<file path="src/rtl/nor_logic_unit.sv">
// Registered stream logic unit: eight bitwise functions built purely from 2-input NOR
// primitives, with single-beat evaluation and multi-beat packet reduction.
module nor_logic_unit #(
    parameter int unsigned WIDTH = 8,
    parameter int unsigned CNT_W = 8
) (
    input  logic             clk,
    input  logic             reset,
    input  logic             in_valid,
    output logic             in_ready,
    input  logic [WIDTH-1:0] in_a,
    input  logic [WIDTH-1:0] in_b,
    input  logic [2:0]       in_op,
    input  logic             in_mode,
    input  logic             in_last,
    output logic             out_valid,
    input  logic             out_ready,
    output logic [WIDTH-1:0] out_y,
    output logic [CNT_W-1:0] out_count
);

    localparam logic [CNT_W-1:0] CNT_MAX = '1;
    localparam logic [CNT_W-1:0] CNT_ONE = CNT_W'(1);

    typedef enum logic {
        S_IDLE = 1'b0,
        S_ACC  = 1'b1
    } state_t;

    state_t           state, state_n;
    logic [2:0]       op_q, op_n;
    logic [WIDTH-1:0] acc, acc_n;
    logic [CNT_W-1:0] cnt, cnt_n;
    logic             out_valid_n;
    logic [WIDTH-1:0] out_y_n;
    logic [CNT_W-1:0] out_count_n;

    logic [WIDTH-1:0] fx, fy, f_res;
    logic [2:0]       f_op;
    logic             accept;

    // During a packet the core folds the accumulator with the new operand under the latched op.
    assign fx   = (state == S_ACC) ? acc  : in_a;
    assign fy   = (state == S_ACC) ? in_a : in_b;
    assign f_op = (state == S_ACC) ? op_q : in_op;

    genvar i;
    for (i = 0; i < WIDTH; i++) begin : g_bit
        logic nx, ny, n_or, f_or, f_and, f_nand, n_xa, n_xb, f_xnor, f_xor, f_pass;
        logic res_b;

        assign nx     = ~(fx[i] | fx[i]);
        assign ny     = ~(fy[i] | fy[i]);
        assign n_or   = ~(fx[i] | fy[i]);
        assign f_or   = ~(n_or | n_or);
        assign f_and  = ~(nx | ny);
        assign f_nand = ~(f_and | f_and);
        assign n_xa   = ~(fx[i] | n_or);
        assign n_xb   = ~(fy[i] | n_or);
        assign f_xnor = ~(n_xa | n_xb);
        assign f_xor  = ~(f_xnor | f_xnor);
        assign f_pass = ~(nx | nx);

        always_comb begin
            res_b = f_pass;
            case (f_op)
                3'd0:    res_b = nx;
                3'd1:    res_b = f_and;
                3'd2:    res_b = f_or;
                3'd3:    res_b = f_nand;
                3'd4:    res_b = n_or;
                3'd5:    res_b = f_xor;
                3'd6:    res_b = f_xnor;
                default: res_b = f_pass;
            endcase
        end

        assign f_res[i] = res_b;
    end

    // Intermediate packet beats never touch the output register, so they bypass backpressure.
    assign in_ready = ((state == S_ACC) && !in_last) || !out_valid || out_ready;
    assign accept   = in_valid && in_ready;

    always_comb begin
        state_n     = state;
        op_n        = op_q;
        acc_n       = acc;
        cnt_n       = cnt;
        out_valid_n = out_valid;
        out_y_n     = out_y;
        out_count_n = out_count;

        if (out_ready) begin
            out_valid_n = 1'b0;
        end

        if (accept) begin
            case (state)
                S_IDLE: begin
                    if (!in_mode) begin
                        out_y_n     = f_res;
                        out_count_n = CNT_ONE;
                        out_valid_n = 1'b1;
                    end else begin
                        op_n  = in_op;
                        acc_n = f_res;
                        cnt_n = CNT_ONE;
                        if (in_last) begin
                            out_y_n     = f_res;
                            out_count_n = CNT_ONE;
                            out_valid_n = 1'b1;
                        end else begin
                            state_n = S_ACC;
                        end
                    end
                end
                S_ACC: begin
                    acc_n = f_res;
                    cnt_n = (cnt == CNT_MAX) ? cnt : cnt + CNT_ONE;
                    if (in_last) begin
                        out_y_n     = f_res;
                        out_count_n = cnt_n;
                        out_valid_n = 1'b1;
                        state_n     = S_IDLE;
                    end
                end
                default: state_n = S_IDLE;
            endcase
        end
    end

    always_ff @(posedge clk) begin
        if (reset) begin
            state     <= S_IDLE;
            op_q      <= 3'd0;
            acc       <= '0;
            cnt       <= '0;
            out_valid <= 1'b0;
            out_y     <= '0;
            out_count <= '0;
        end else begin
            state     <= state_n;
            op_q      <= op_n;
            acc       <= acc_n;
            cnt       <= cnt_n;
            out_valid <= out_valid_n;
            out_y     <= out_y_n;
            out_count <= out_count_n;
        end
    end

endmodule
</file>
<file path="config.mk">
export PLATFORM = sky130hd
export DESIGN_NAME = nor_logic_unit
export DESIGN_NICKNAME = d
export VERILOG_FILES = /design/src/rtl/nor_logic_unit.sv
export SDC_FILE = /design/constraint.sdc
export NUM_CORES = 1
export LEC_CHECK = 0
export CORE_MARGIN = 2
export CORE_UTILIZATION = 25
export DETAILED_ROUTE_END_ITERATION = 7
export PLACE_DENSITY = 0.55
export SKIP_CTS_REPAIR_TIMING = 1
export SKIP_LAST_GASP = 1
export SLEW_MARGIN = 25
export SYNTH_ARGS = -nofsm -noshare
export SYNTH_HDL_FRONTEND = slang
export SYNTH_SLANG_ARGS = --single-unit
</file>
<file path="constraint.sdc">
create_clock -name clk -period 3.6 [get_ports clk]
set_input_delay 0.54 -clock clk [delete_from_list [all_inputs] [get_ports clk]]
set_output_delay 0.54 -clock clk [all_outputs]
set_load 0.05 [all_outputs]
</file>
==> results of run 1 <==
==> layout by cell type (no fill, tap or decap), drive strengths merged, types with 13 or more instances in the layout <==
master and instances:
mux2i 21, nand2 25, inv 18, nor2 26, a21oi 15, clkdlybuf4s50 42, ha 17, xor2 13
nor3 30, dfxtp 37
==> stage by stage <==
stage | total power [mW] | setup WS, ns | cells | cell area (um2)
4_1_cts | 1.31 | 0.554 | 536 | 3660
6_report | 1.30 | 0.546 | 536 | 3660
5_1_grt | 1.38 | 0.439 | 536 | 3660
3_3_place_gp | 0.878 | 0.854 | 528 | 3520
3_5_place_dp | 0.887 | 0.819 | 528 | 3520
2_1_floorplan | 0.771 | 0.951 | 358 | 3000
==> cells by family after synthesis <==
logic type	synth area share
flops	0.247
xor+xnor	0.0409
fa+ha+maj	0.0709
mux	0.133
simple gates	0.221
compound gates	0.212
buf+inv	0.0755
==> worst max-delay path by stage <==
stage / from / to / slack (ns) / cells past startpoint
after global routing: state / in_ready / 0.44 / 4
after detailed placement: state / out_y[3] / 0.82 / 7
after global placement: state / out_y[3] / 0.85 / 7
after floorplan: state / out_y[0] / 0.95 / 13
final: state / in_ready / 0.55 / 4
after CTS: state / in_ready / 0.55 / 4
==> worst reg2reg max path: cells and delay by family, from the launching register on <==
| kind | cells | cell delay (ns) |
|---|---|---|
| DFF | 1 | 0.94 |
| and+or+nand+nor | 3 | 0.88 |
| muxes | 1 | 0.42 |
| adders and majority gates | 1 | 0.31 |
| AOI/OAI and AO/OA | 2 | 0.19 |
==> cell type report <==
class,instances,area (um2)
inverter,18,67.6
fill,1239,8200
sequential,37,742
tap,147,184
multi-input combinational,276,2040
timing repair buffer,50,493
clock buffer,8,136
==> per-layer routing <==
layer | up-vias | share of wire | track usage
met5 | - | 0 | 0
met2 | 80 | 0.45 | 0.210
met4 | 0 | 0.012 | 0.0333
li1 | 1400 | - | -
met3 | 10 | 0.060 | 0.0207
met1 | 1327 | 0.47 | 0.174
==> state kept, by name, summed over array words and instances, names as in the netlist <==
name	flops
cnt	8
acc	8
out_valid	1
out_y	8
op_q	3
out_count	8
state	1
==> power by group <==
part           internal, mW  total (mW)  switching [mW]
combinational         0.180       0.415           0.235
sequential            0.434       0.467          0.0329
clock                 0.257       0.414           0.157
total                 0.871        1.30           0.425
==> results_dict.tcl, run 1 <==
set metrics [dict create \
    synthCells 358 \
    critPathMaxStageDelay_ns 0.94 \
    r2r_cells 7 \
    synth_warnings 0 \
    ant_nets 0 \
    max_freq_mhz 327 \
    cp_data_arrival_time_ns 2.51 \
    drc_errors 0 \
    synthFlopType "dfxtp_1" \
    cp.buffers_inverters 2 \
    min_path_cells 2 \
    clk_path_buf_depth 2 \
    grt_pass1_wl_um 13400 \
    ys_seq_elements 37 \
    vias 2817 \
    tightest_slew_ns 0.953 \
    io_pins 43 \
    outcome "complete, no violations" \
    synth_common_cells "dfxtp_1, nor3_1, nor2_1" \
    fin_util 0.309 \
    synthMostInstantiatedCell "dfxtp_1" \
    r2r_end "out_y[3]" \
    required_ns 3.06 \
    critPathLaunchType "flip-flop" \
    core_area_um2 11900 \
    cts_root_buffer "clkbuf_16" \
    vias_per_cell 5.26 \
    synth_fp_nets 400 \
    io_buffer_count 42 \
    drt_iter0_drc 205 \
    dp_hpwl_um 5690 \
    fp-row-count 40 \
    grt_max_degree 37 \
    htree_levels 2 \
    tns_ns 0 \
    min_path_type "reg -> reg" \
    initial_core_util 0.253 \
    mappedNetlistArea_um2 3000 \
    min_to "out_count[3]" \
    die-area_um2 12900 \
    yosysTopAreaCell "dfxtp_1" \
    grt_usage 0.127 \
    insertion_delay_ns 0.28 \
    synth_area_leaders "dfxtp_1, ha_1, mux2i_1, nor3_1, xor2_1" \
    synthArstFlopShare 0 \
    slew_violations 0 \
    seq_area_frac_synth 0.247 \
    fin_crit_ns 3.05 \
    drt_wl_total_um 8160 \
    crit_chain "buf_12 > nand2b_1 > nand2_1 > clkdlybuf4s50_1" \
    cts_tree "done" \
    cp_top_family "buffers and inverters" \
    synth_top_area_frac 0.247 \
    syn_to_final_growth_pct 22.1 \
    antenna_cells 0 \
    gp_congestion 0.825 \
    path_class "reg -> out" \
    fin_hold_ws_ns 0.457 \
    grt_pass1_vias 2687 \
    finalCritPeriodShare 0.848 \
    power.density_nw_per_um2 354 \
    hold_viol_final 0 \
    cts_buffers 5 \
    antenna_found_initial 0 \
    overflow 0 \
    synth_edf_count 0 \
    max_cap_viol_count 0 \
    ir_worst_vdd_mv 0.149 \
    cpMaxStageDelayCell "dfxtp_2" \
    firstDrtPassIters 4 \
    drive_above_1_share 0.0771 \
    r2r_setup_slack_ns 0.75 \
    die_h_um 114 \
    synth.distinct_cells 48 \
    setup_viol 0 \
    r2r_start "state" \
    wl_per_cell_um 15.2 \
    fin_nets 430 \
    cts.sinks 37 \
    worstSetupEndpointType "output port" \
    relSlewSlack 0.363 \
    synth_area_per_cell_um2 8.38 \
    crit_path_max_fanout 36 \
    die_w_um 114 \
    clock_skew_ns 0.00437 \
    grt_setup_unrepaired "false" \
    cts.reportedPaths.clkPinSlew_ns 0.05 \
    p_leak_nw 1.37 \
    hp-start "out_count[3]" \
]
No activity file was read; power rests on OpenSTA's default activity.
==> run 2: changes to the inputs <==
- PLACE_DENSITY: 0.55 -> 0.56
- clock period: 3.6 -> 2.8 ns (I/O delays scaled with it)
==> run 2 against run 1 <==
  * Final area is 1.7% higher
  * Sequential power is 27% higher
  * Utilization is 0.54 points higher
  * Combinational power is 34% higher
  * Clock-buffer cell count stayed put
  * Final cell count is 1.9% higher
  * Via count is 1.1% higher
  * Global-route usage is 0.78 points higher
==> results_dict.tcl, run 2 (synthesis gave the netlist of run 1 again) <==
set metrics [dict create \
    outcome "complete, no violations" \
    final_cell_mix "clkdlybuf4s50_1, dfxtp_1, nor3_1" \
    critPathLaunchType "flip-flop" \
    finalCritPeriodShare 0.912 \
    max_cap_viol_count 0 \
    min_to "out_count[3]" \
    io_buffer_count 42 \
    die_w_um 114 \
    grt_use_met1 0.188 \
    grt_busiest_layer "met2" \
    min_path_type "reg -> reg" \
    crit_path_max_fanout 21 \
    use_met2 0.218 \
    die_h_um 114 \
    r2r_cells 8 \
    p_leak_nw 1.42 \
    initial_core_util 0.253 \
    cp_data_arrival_time_ns 2.72 \
    path_class "reg -> reg" \
    power_mw 1.70 \
    gp_congestion 0.794 \
    io_pins 43 \
    multi_input_area_um2 2030 \
    insertion_delay_ns 0.28 \
    r2r_start "state" \
    final_common_cell "clkdlybuf4s50_1" \
    r2r_setup_slack_ns 0.25 \
    grt_max_degree 27 \
    worstSetupEndpointType "flip-flop" \
    drt_wl_total_um 8590 \
    drc_errors 0 \
    die-area_um2 12900 \
    hold_viol_final 0 \
    cts.sinks 37 \
    r2r_end "out_y[5]" \
    slew_violations 0 \
    drt_iter0_drc 158 \
    grt_setup_unrepaired "false" \
    cts_tree "done" \
    drive_above_1_share 0.103 \
    layout.area.seq_um2 742 \
    ant_nets 0 \
    cts_buffers 5 \
    grt_pass1_vias 2757 \
    grt_usage 0.135 \
    setup_viol 0 \
    fin_nets 440 \
    relSlewSlack 0.407 \
    use_met3 0.0207 \
    htree_levels 2 \
    fp-row-count 40 \
    clock_skew_ns 0.00642 \
    hp-start "out_count[3]" \
    tightest_slew_ns 0.889 \
    cts.reportedPaths.clkPinSlew_ns 0.06 \
    ir_worst_vdd_mv 0.198 \
    cts_root_buffer "clkbuf_16" \
    antenna_cells 0 \
    place_inst 538 \
    grt_pass1_wl_um 14000 \
    dp_hpwl_um 6100 \
    antenna_found_initial 0 \
    min_path_cells 2 \
    tns_ns 0 \
    firstDrtPassIters 4 \
    vias_per_cell 5.22 \
    final_cells 546 \
    clk_path_buf_depth 2 \
    core_area_um2 11900 \
    vias 2849 \
    final.fill_count 1244 \
    max_freq_mhz 392 \
    required_ns 2.96 \
    fin_crit_ns 2.55 \
    wl_per_cell_um 15.7 \
    fin_hold_ws_ns 0.449 \
    overflow 0 \
    syn_to_final_growth_pct 24.3 \
    power.density_nw_per_um2 455 \
]
## run 2: changes by cell type in the layout (fill, tap and decap cells not counted), sizes merged
cell,change
clkdlybuf4s50,-1
buf,+11
## run 2: per-stage QoR
step	setup WS (ns)	utilization	area [um2]
2_1_floorplan	0.151	-	3000
3_3_place_gp	0.302	0.303	3590
3_5_place_dp	0.263	0.303	3590
4_1_cts	0.247	0.314	3730
5_1_grt	0.0134	0.314	3730
6_report	0.248	0.314	3730
## run 2: area by class of cell
cell class / count / share of cell area
clock buffers: 8 / 0.0366
inverters: 18 / 0.0181
multi-input cells: 276 / 0.545
flip-flops and latches: 37 / 0.199
well taps: 147 / 0.0493
repair buffers: 60 / 0.152
## run 2: layer usage
| metal | up-vias | share of wire |
|---|---|---|
| met5 | - | 0 |
| met4 | 0 | 0.0064 |
| met3 | 4 | 0.024 |
| met2 | 49 | 0.47 |
| met1 | 1374 | 0.50 |
| li1 | 1422 | - |
## run 2: worst max-delay path, stage by stage, from the launching register on
cell,delay [ns]
dfxtp_2,0.66
buf_4,0.26
mux2i_1,0.32
ha_1,0.31
or4b_1,0.47
o31ai_1,0.09
a211oi_1,0.10
nor3_1,0.15
nor3_1,0.07
## run 2: worst max path at each step
| stage | start | to | slack, ns |
|---|---|---|---|
| 6_report | state | out_y[5] | 0.25 |
| 5_1_grt | state | acc[1] | 0.01 |
| 4_1_cts | state | out_y[5] | 0.25 |
| 3_5_place_dp | state | out_y[5] | 0.26 |
| 3_3_place_gp | state | acc[6] | 0.30 |
| 2_1_floorplan | state | out_y[0] | 0.15 |
## run 2: report_power, final
| group | switching (mW) | internal [mW] | total, mW | leakage [nW] |
|---|---|---|---|---|
| Clock | 0.214 | 0.331 | 0.545 | 0.0652 |
| Combinational | 0.315 | 0.242 | 0.557 | 1.05 |
| Sequential | 0.0355 | 0.558 | 0.593 | 0.303 |
